$ cat src/rtl/i2c_mon_pkg.sv
// Shared types for the I2C bus monitor: event codes, decoder states and the queued event record.
package i2c_mon_pkg;

    typedef enum logic [2:0] {
        EVT_START   = 3'd0,
        EVT_RSTART  = 3'd1,
        EVT_BYTE    = 3'd2,
        EVT_STOP    = 3'd3,
        EVT_ERR     = 3'd4,
        EVT_TIMEOUT = 3'd5
    } evt_type_e;

    typedef enum logic [1:0] {
        IDLE = 2'd0,
        BITS = 2'd1,
        ACK  = 2'd2
    } fsm_state_e;

    typedef struct packed {
        evt_type_e  etype;
        logic [7:0] data;
        logic       ack;
        logic       addr;
    } evt_t;

    localparam int DROP_W = 8;

    function automatic evt_t mk_evt(input evt_type_e t, input logic [7:0] d,
                                    input logic a, input logic ad);
        evt_t e;
        e.etype = t;
        e.data  = d;
        e.ack   = a;
        e.addr  = ad;
        return e;
    endfunction

endpackage

$ cat src/rtl/i2c_mon_fifo.sv
// Synchronous event FIFO; a push into a full FIFO is accepted only when a pop frees a slot that cycle.
module i2c_mon_fifo
    import i2c_mon_pkg::*;
#(
    parameter int DEPTH = 8
) (
    input  logic clk,
    input  logic rst,
    input  logic push,
    input  evt_t push_evt,
    input  logic pop,
    output evt_t head,
    output logic full,
    output logic empty
);
    localparam int AW = $clog2(DEPTH);

    evt_t          mem [DEPTH];
    logic [AW:0]   wr_ptr;
    logic [AW:0]   rd_ptr;
    logic          do_push;
    logic          do_pop;

    assign empty   = (wr_ptr == rd_ptr);
    assign full    = (wr_ptr[AW] != rd_ptr[AW]) && (wr_ptr[AW-1:0] == rd_ptr[AW-1:0]);
    assign do_pop  = pop && !empty;
    assign do_push = push && (!full || do_pop);
    assign head    = mem[rd_ptr[AW-1:0]];

    // NOTE: storage is not reset; the pointers alone define which entries are valid.
    always_ff @(posedge clk) begin
        if (do_push) begin
            mem[wr_ptr[AW-1:0]] <= push_evt;
        end
    end

    // NOTE: non-blocking assignments on all state so every register samples pre-edge values.
    always_ff @(posedge clk) begin
        if (rst) begin
            wr_ptr <= '0;
            rd_ptr <= '0;
        end else begin
            if (do_push) wr_ptr <= wr_ptr + (AW+1)'(1);
            if (do_pop)  rd_ptr <= rd_ptr + (AW+1)'(1);
        end
    end

endmodule

$ cat src/rtl/i2c_bus_monitor.sv
// Passive I2C bus monitor: filters SCL/SDA, decodes bus conditions and bytes, queues events.
// Define I2C_MON_TIMEOUT_EN to build the stuck-SCL timeout counter (TIMEOUT_CYC).
module i2c_bus_monitor
    import i2c_mon_pkg::*;
#(
    parameter int FILT_LEN    = 3,
    parameter int FIFO_DEPTH  = 8,
    parameter int TIMEOUT_CYC = 100000
) (
    input  logic              clk,
    input  logic              rst,
    input  logic              scl_i,
    input  logic              sda_i,
    output logic              evt_valid,
    input  logic              evt_ready,
    output logic [2:0]        evt_type,
    output logic [7:0]        evt_data,
    output logic              evt_ack,
    output logic              evt_addr,
    output logic              busy,
    output logic              ovf,
    output logic [DROP_W-1:0] drop_cnt
);
    localparam logic [3:0] FCNT_MAX = 4'(FILT_LEN - 1);

    // Index 1 carries SCL, index 0 carries SDA throughout the input path.
    logic [1:0] s1, s2, filt, filt_d;
    logic [3:0] fcnt [2];

    always_ff @(posedge clk) begin
        if (rst) begin
            s1      <= 2'b11;
            s2      <= 2'b11;
            filt    <= 2'b11;
            filt_d  <= 2'b11;
            fcnt[0] <= '0;
            fcnt[1] <= '0;
        end else begin
            s1     <= {scl_i, sda_i};
            s2     <= s1;
            filt_d <= filt;
            for (int i = 0; i < 2; i++) begin
                if (s2[i] == filt[i]) begin
                    fcnt[i] <= '0;
                end else if (fcnt[i] == FCNT_MAX) begin
                    filt[i] <= s2[i];
                    fcnt[i] <= '0;
                end else begin
                    fcnt[i] <= fcnt[i] + 4'd1;
                end
            end
        end
    end

    logic scl_f, sda_f, scl_d, sda_d;
    logic scl_rise, scl_fall, start_det, stop_det;

    assign scl_f     = filt[1];
    assign sda_f     = filt[0];
    assign scl_d     = filt_d[1];
    assign sda_d     = filt_d[0];
    assign scl_rise  = scl_f && !scl_d;
    assign scl_fall  = !scl_f && scl_d;
    assign start_det = scl_f && scl_d && sda_d && !sda_f;
    assign stop_det  = scl_f && scl_d && !sda_d && sda_f;

    fsm_state_e state, state_nx;
    logic [2:0] bit_cnt, cnt_nx;
    logic [7:0] shreg, shreg_nx;
    logic       addr_flag, addr_nx;
    logic       pend, pend_nx;
    logic       pend_bit, pbit_nx;
    logic       ev0_v, ev1_v;
    evt_t       ev0, ev1;
    logic       timeout_hit;

    assign busy = (state != IDLE);

`ifdef I2C_MON_TIMEOUT_EN
    localparam int TO_W = $clog2(TIMEOUT_CYC + 1);
    logic [TO_W-1:0] to_cnt;

    assign timeout_hit = busy && !scl_f && (to_cnt == TO_W'(TIMEOUT_CYC - 1));

    always_ff @(posedge clk) begin
        if (rst || !busy || scl_rise || timeout_hit) begin
            to_cnt <= '0;
        end else if (!scl_f) begin
            to_cnt <= to_cnt + TO_W'(1);
        end
    end
`else
    assign timeout_hit = 1'b0;
`endif

    always_ff @(posedge clk) begin
        if (rst) begin
            state     <= IDLE;
            bit_cnt   <= '0;
            shreg     <= '0;
            addr_flag <= 1'b0;
            pend      <= 1'b0;
            pend_bit  <= 1'b0;
        end else begin
            state     <= state_nx;
            bit_cnt   <= cnt_nx;
            shreg     <= shreg_nx;
            addr_flag <= addr_nx;
            pend      <= pend_nx;
            pend_bit  <= pbit_nx;
        end
    end

    // A bit is sampled on the SCL rise but only committed on the fall, so the rise
    // that precedes a START/STOP is never counted as data.
    always_comb begin
        // NOTE: every output of this block gets a default first so no latch is inferred.
        state_nx = state;
        cnt_nx   = bit_cnt;
        shreg_nx = shreg;
        addr_nx  = addr_flag;
        pend_nx  = pend;
        pbit_nx  = pend_bit;
        ev0_v    = 1'b0;
        ev1_v    = 1'b0;
        ev0      = '0;
        ev1      = '0;
        if (timeout_hit) begin
            state_nx = IDLE;
            pend_nx  = 1'b0;
            ev0_v    = 1'b1;
            ev0      = mk_evt(EVT_TIMEOUT, 8'h00, 1'b0, 1'b0);
        end else begin
            case (state)
                IDLE: begin
                    if (start_det) begin
                        state_nx = BITS;
                        cnt_nx   = '0;
                        addr_nx  = 1'b1;
                        pend_nx  = 1'b0;
                        ev0_v    = 1'b1;
                        ev0      = mk_evt(EVT_START, 8'h00, 1'b0, 1'b0);
                    end
                end
                default: begin
                    if (start_det || stop_det) begin
                        pend_nx = 1'b0;
                        cnt_nx  = '0;
                        ev0_v   = 1'b1;
                        if (state == BITS && bit_cnt == 3'd0) begin
                            ev0 = mk_evt(start_det ? EVT_RSTART : EVT_STOP, 8'h00, 1'b0, 1'b0);
                        end else begin
                            ev0   = mk_evt(EVT_ERR, (state == ACK) ? 8'd8 : {5'd0, bit_cnt},
                                           1'b0, 1'b0);
                            ev1_v = 1'b1;
                            ev1   = mk_evt(start_det ? EVT_RSTART : EVT_STOP, 8'h00, 1'b0, 1'b0);
                        end
                        if (start_det) begin
                            state_nx = BITS;
                            addr_nx  = 1'b1;
                        end else begin
                            state_nx = IDLE;
                        end
                    end else if (scl_rise) begin
                        pend_nx = 1'b1;
                        pbit_nx = sda_f;
                    end else if (scl_fall && pend) begin
                        pend_nx = 1'b0;
                        if (state == BITS) begin
                            shreg_nx = {shreg[6:0], pend_bit};
                            if (bit_cnt == 3'd7) begin
                                state_nx = ACK;
                                cnt_nx   = '0;
                            end else begin
                                cnt_nx = bit_cnt + 3'd1;
                            end
                        end else begin
                            ev0_v    = 1'b1;
                            ev0      = mk_evt(EVT_BYTE, shreg, !pend_bit, addr_flag);
                            addr_nx  = 1'b0;
                            state_nx = BITS;
                            cnt_nx   = '0;
                        end
                    end
                end
            endcase
        end
    end

    // Push stage; an ERR's follow-up waits one cycle in the holding register.
    logic push_q, hold_v;
    evt_t push_evt, hold_evt;

    always_ff @(posedge clk) begin
        if (rst) begin
            push_q   <= 1'b0;
            push_evt <= '0;
            hold_v   <= 1'b0;
            hold_evt <= '0;
        end else if (hold_v) begin
            push_q   <= 1'b1;
            push_evt <= hold_evt;
            hold_v   <= ev0_v;
            hold_evt <= ev0;
        end else begin
            push_q   <= ev0_v;
            push_evt <= ev0;
            hold_v   <= ev1_v;
            hold_evt <= ev1;
        end
    end

    evt_t fifo_head;
    logic fifo_full, fifo_empty, pop, drop;

    assign evt_valid = !fifo_empty;
    assign pop       = evt_valid && evt_ready;
    assign drop      = push_q && fifo_full && !pop;

    i2c_mon_fifo #(.DEPTH(FIFO_DEPTH)) u_fifo (
        .clk      (clk),
        .rst      (rst),
        .push     (push_q),
        .push_evt (push_evt),
        .pop      (pop),
        .head     (fifo_head),
        .full     (fifo_full),
        .empty    (fifo_empty)
    );

    assign evt_type = evt_valid ? fifo_head.etype : 3'd0;
    assign evt_data = evt_valid ? fifo_head.data  : 8'h00;
    assign evt_ack  = evt_valid && fifo_head.ack;
    assign evt_addr = evt_valid && fifo_head.addr;

    always_ff @(posedge clk) begin
        if (rst) begin
            ovf      <= 1'b0;
            drop_cnt <= '0;
        end else if (drop) begin
            ovf <= 1'b1;
            if (drop_cnt != '1) drop_cnt <= drop_cnt + DROP_W'(1);
        end
    end

endmodule
$ cat config.mk
export PLATFORM = sky130hd
export DESIGN_NAME = i2c_bus_monitor
export DESIGN_NICKNAME = d
export VERILOG_FILES = /design/src/rtl/i2c_mon_pkg.sv /design/src/rtl/i2c_mon_fifo.sv /design/src/rtl/i2c_bus_monitor.sv
export SDC_FILE = /design/constraint.sdc
export NUM_CORES = 1
export LEC_CHECK = 0
export BUFFER_PORTS_ARGS = -buffer_cell sky130_fd_sc_hd__buf_2
export CORE_MARGIN = 10
export CORE_UTILIZATION = 50
export CTS_BUF_LIST = sky130_fd_sc_hd__clkbuf_16
export CTS_CLUSTER_DIAMETER = 120
export DETAILED_ROUTE_END_ITERATION = 6
export GPL_TIMING_DRIVEN = 0
export HOLD_SLACK_MARGIN = 0.05
export PLACE_DENSITY = 0.67
export SETUP_SLACK_MARGIN = 0.1
export SLEW_MARGIN = 20
export SYNTH_ARGS = -nofsm -noshare
export SYNTH_HDL_FRONTEND = slang
export SYNTH_SLANG_ARGS = --single-unit
$ cat constraint.sdc
create_clock -name clk -period 8 [get_ports clk]
set_clock_uncertainty 0.15 [all_clocks]
set_input_delay 0.4 -clock clk [delete_from_list [all_inputs] [get_ports clk]]
set_output_delay 0.4 -clock clk [all_outputs]
set_load 0.02 [all_outputs]
==> parameters.txt <==
Parameter                              Value

Layout
  Final net count    roughly 620
  Commonest cells after routing, fill and taps aside    112 x sky130_fd_sc_hd__edfxtp_1, 72 x sky130_fd_sc_hd__dfxtp_1, 60 x sky130_fd_sc_hd__nor2_1
  Filler Cells Inserted    1,161
  Ant. Diodes    0
  Area growth syn-to-layout    14.7%
  Final design area excluding fillers    0.00846 mm^2
  Most common library cell in the layout ignoring fill and taps    sky130_fd_sc_hd__edfxtp_1
  Proportion of layout cells with a drive suffix above 1    0.202
  Number of standard cells in the final layout excluding fillers    797

Power and ir drop
  Switching part of the total    0.221
  Logic pwr share    0.041
  Sequential fraction of design power    0.534
  Internal portion of total power    roughly 1500 uW
  Pleak    between 0.002 and 0.003 uW
  Clock group share of total power    0.425
  Maximum ir drop on the vdd rail    about 0.15 mV
  Net switching power figure    416 uW
  Post-layout total power    about 1900 uW
  Cell area power density    around 220 mW/mm^2

Clock tree
  Deepest level of the CTS H-tree    4
  CTS Buffer Depth    2
  CTS resizes    0
  Clock transition at the registers of the reported paths    0.07 ns
  Clock tree root driver cell    sky130_fd_sc_hd__clkbuf_16
  TritonCTS clock tree    yes
  Clock latency on the worst-skew pair    around 0.42 ns
  TritonCTS Buffers    17
  Clk sinks    184
  Post CTS Setup Buffer Count    0

Worst setup path
  Critical path start-end classification    reg -> out
  CP peak stage delay    around 0.40 ns
  Reg-to-Reg Start    u_fifo.rd_ptr[0]
  Highest-delay cell along the critical path    sky130_fd_sc_hd__nor2_1
  Kind of capture point of the worst setup path    output pin
  Cell with the most instances on the worst path    sky130_fd_sc_hd__buf_2
  Number of cell instances on the worst register-to-register path    7
  Worst path cell trace    buf_6 -> xor2_2 -> or3_1 -> buf_2 -> nor2_1 -> buf_2 -> nor2_1 -> buf_2
  Terminus of the critical flop-to-flop path    u_fifo.mem[4][3]
  Worst-case register-to-register setup slack    approximately 5 ns
  Endpoint required time on the critical path    between 7 and 8 ns
  Crit start category    flip-flop
  Crit path DAT    2.63 ns
  Highest fanout seen on the critical path    10

Logic synthesis
  Synth area leader    sky130_fd_sc_hd__edfxtp_1
  Cell count after synthesis    around 530
  Commonest register cell after synthesis    sky130_fd_sc_hd__edfxtp_1
  Sequential-to-total area share from yosys stat    0.651
  Number of flops mapped to enable cells by yosys    around 110
  Flops & latches, synth    about 180
  Mapped Avg Cell Area    approximately 14 um^2
  Proportion of synthesized flip-flops having asynchronous set or reset    0
  Area contributors post-synth    sky130_fd_sc_hd__edfxtp_1 46%, sky130_fd_sc_hd__dfxtp_1 20%, sky130_fd_sc_hd__mux4_2 7.9%, sky130_fd_sc_hd__mux2i_1 3.1%, sky130_fd_sc_hd__nor2_1 3.1%
  Netlist area before placement    around 0.0074 mm^2
  Share of Yosys cell area claimed by the top area cell type    0.456
  Number of warnings issued by yosys    0
  Number of different library cells in the post-synthesis netlist    57

Detailed routing
  Count of nets left with antenna violations after detail routing    0
  Post-route DRC    0
  Mean routed wirelength per cell    between 15 and 20 um
  First drt pass iteration count    5
  Mean number of vias per cell    5.57
  Routed vias    about 4,400
  Initial drt markers    about 300
  WL final    approximately 14 mm

STA
  Highest achievable clock rate    ~310 MHz
  Headroom to the max-slew limit    0.410
  Final hold violation count    0
  Worst-Margin Slew    0.876 ns
  Total Neg Setup Slack    0 ns
  Min cycle time layout    between 3 and 4 ns
  Fin. max-slew vios    0
  Part of the cycle the worst path needs    0.397
  Final setup violation count    0
  Setup repair after global routing missed its margin    false

Place
  RD Place Congestion    between 0.8 and 0.9
  HPWL reported at the end of detailed placement    10.1 mm
  Post-Place Cell Area    a little under 0.008 mm^2
  Number of input and output port buffers inserted    28
  Post-Place Cells    about 760

Die
  Die span in y    between 100 and 150 um
  Number of primary I/O pins    29
  Placeable Area    about 0.014 mm^2
  Number of placement rows    44
  Horiz. Die Dim    141 um
  Die area    around 0.02 mm^2
  Effective utilization at floorplan    0.510

Global route
  Number of global-route vias before repair    about 4,500
  Remaining Overflow, GRT    0
  Wire length of the first global-routing pass    approximately 24 mm
  Global router's overall resource usage    0.151
  Antenna violations before repair    0
  Largest net degree at the start of global routing    18

Hold path
  Path category of the worst min-delay check    reg -> reg
  Hold Path Depth    1
  Hold path endpoint    s2[1]
  Beginning of the worst hold path    s1[1]

Run status
  Run status    finished clean

Job
  Maximum Capacitance Violations    0
## metrics by stage
stage	hold WS (ns)	util	setup WS (ns)
finish	0.264	0.584	4.82
global route	0.270	0.584	4.64
CTS	0.267	0.584	4.79
detailed placement	0.252	0.543	5.00
global placement	0.245	0.537	3.33
floorplan	0.239	-	4.84
## power groups by stage
stage                     clock, uW  combinational (uW)  sequential, uW
after floorplan                   0                55.9            1030
after global placement            0                74.9            1030
after detailed placement          0                77.1            1030
after CTS                       813                78.0            1010
after global routing            856                86.5            1010
final                           801                76.8            1010
## synthesized netlist by cell type (2+ instances only)
master and count:
sky130_fd_sc_hd__xor2_1 7, sky130_fd_sc_hd__mux4_2 26, sky130_fd_sc_hd__dfxtp_1 72, sky130_fd_sc_hd__mux2_2 4
sky130_fd_sc_hd__nor2b_1 8, sky130_fd_sc_hd__a211oi_1 4, sky130_fd_sc_hd__nand4_1 3, sky130_fd_sc_hd__nor3_1 9
sky130_fd_sc_hd__nor4_1 3, sky130_fd_sc_hd__inv_1 14, sky130_fd_sc_hd__nand2b_1 5, sky130_fd_sc_hd__o211ai_1 5
sky130_fd_sc_hd__or4_1 4, sky130_fd_sc_hd__ha_1 10, sky130_fd_sc_hd__o31ai_1 5, sky130_fd_sc_hd__a211o_1 2
sky130_fd_sc_hd__clkbuf_1 21, sky130_fd_sc_hd__a22oi_1 3, sky130_fd_sc_hd__mux2i_1 23, sky130_fd_sc_hd__nor2_1 60
sky130_fd_sc_hd__a31oi_1 3, sky130_fd_sc_hd__o22ai_1 2, sky130_fd_sc_hd__o21ai_0 8, sky130_fd_sc_hd__buf_1 2
sky130_fd_sc_hd__xnor2_1 6, sky130_fd_sc_hd__nor3b_1 3, sky130_fd_sc_hd__nand3_1 18, sky130_fd_sc_hd__buf_2 5
sky130_fd_sc_hd__edfxtp_1 112, sky130_fd_sc_hd__buf_6 2, sky130_fd_sc_hd__or3_1 7, sky130_fd_sc_hd__nand2_1 14
sky130_fd_sc_hd__a21oi_1 25, sky130_fd_sc_hd__and2_1 7, sky130_fd_sc_hd__nor4b_1 4, sky130_fd_sc_hd__or2_2 7
## what timing repair did
item                                   CTS  global route
endpoints found under the hold margin    2             0
hold buffers                             2             0
setup endpoints to repair                0             0
## routing by layer
layer,wire (um),GRT usage,up-vias,share of wire
li1,-,-,2128,-
met1,6260,0.193,2185,0.44
met2,7230,0.250,107,0.50
met3,596,0.0314,21,0.042
met5,0,0,-,0
met4,231,0.0511,0,0.016
## state kept, by name, summed over array words and instances, names as in the netlist, 2 cells and up, named ones only
register / flops
shreg: 8
s1: 2
s2: 2
state: 2
hold_evt: 13
u_fifo.wr_ptr: 4
drop_cnt: 8
bit_cnt: 3
filt_d: 2
u_fifo.mem: 104
filt: 2
u_fifo.rd_ptr: 4
fcnt: 8
push_evt: 13
## logic make-up (layout without fill, tap and decap cells)
kind of cell             count (synthesis)  in the layout  synth area share
AO/OA/AOI/OAI                           66             66            0.0583
XOR/XNOR                                14             14            0.0176
adder cells (fa/ha/maj)                 10             10            0.0170
buffers and inverters                   44            116            0.0253
flip-flops                             184            184             0.651
multiplexers                            53             53             0.117
other                                    1              8          0.000508
AND/OR/NAND/NOR                        162            162             0.113
## layout make-up
class / count / area, um^2 / area share
plain buffers: 30 / 134 / 0.0158
clock buffers: 17 / 425 / 0.0503
clock inverters: 15 / 144 / 0.0170
inverters: 14 / 52.6 / 0.00621
multi-input cells: 313 / 2450 / 0.289
flip-flops and latches: 184 / 4800 / 0.568
well taps: 184 / 230 / 0.0272
repair buffers: 40 / 221 / 0.0262
## worst max-delay path, delay by kind of cell (launching register included)
kind                   cells  cell delay [ns]
flip-flops                 1             0.32
AND/OR/NAND/NOR            3             0.86
buffers and inverters      4             0.82
XOR/XNOR                   1             0.19
## worst max path at each step
| stage | start | end | slack, ns |
|---|---|---|---|
| 6_report | u_fifo.wr_ptr[1] | evt_type[1] | 4.82 |
| 5_1_grt | u_fifo.wr_ptr[1] | evt_type[1] | 4.64 |
| 4_1_cts | u_fifo.wr_ptr[1] | evt_data[0] | 4.79 |
| 3_5_place_dp | u_fifo.rd_ptr[0] | u_fifo.mem[4][2] | 5.00 |
| 3_3_place_gp | u_fifo.rd_ptr[0] | u_fifo.mem[4][2] | 3.33 |
| 2_1_floorplan | u_fifo.rd_ptr[0] | u_fifo.mem[4][0] | 4.84 |
Note: power is estimated with default switching activity, not from simulation.
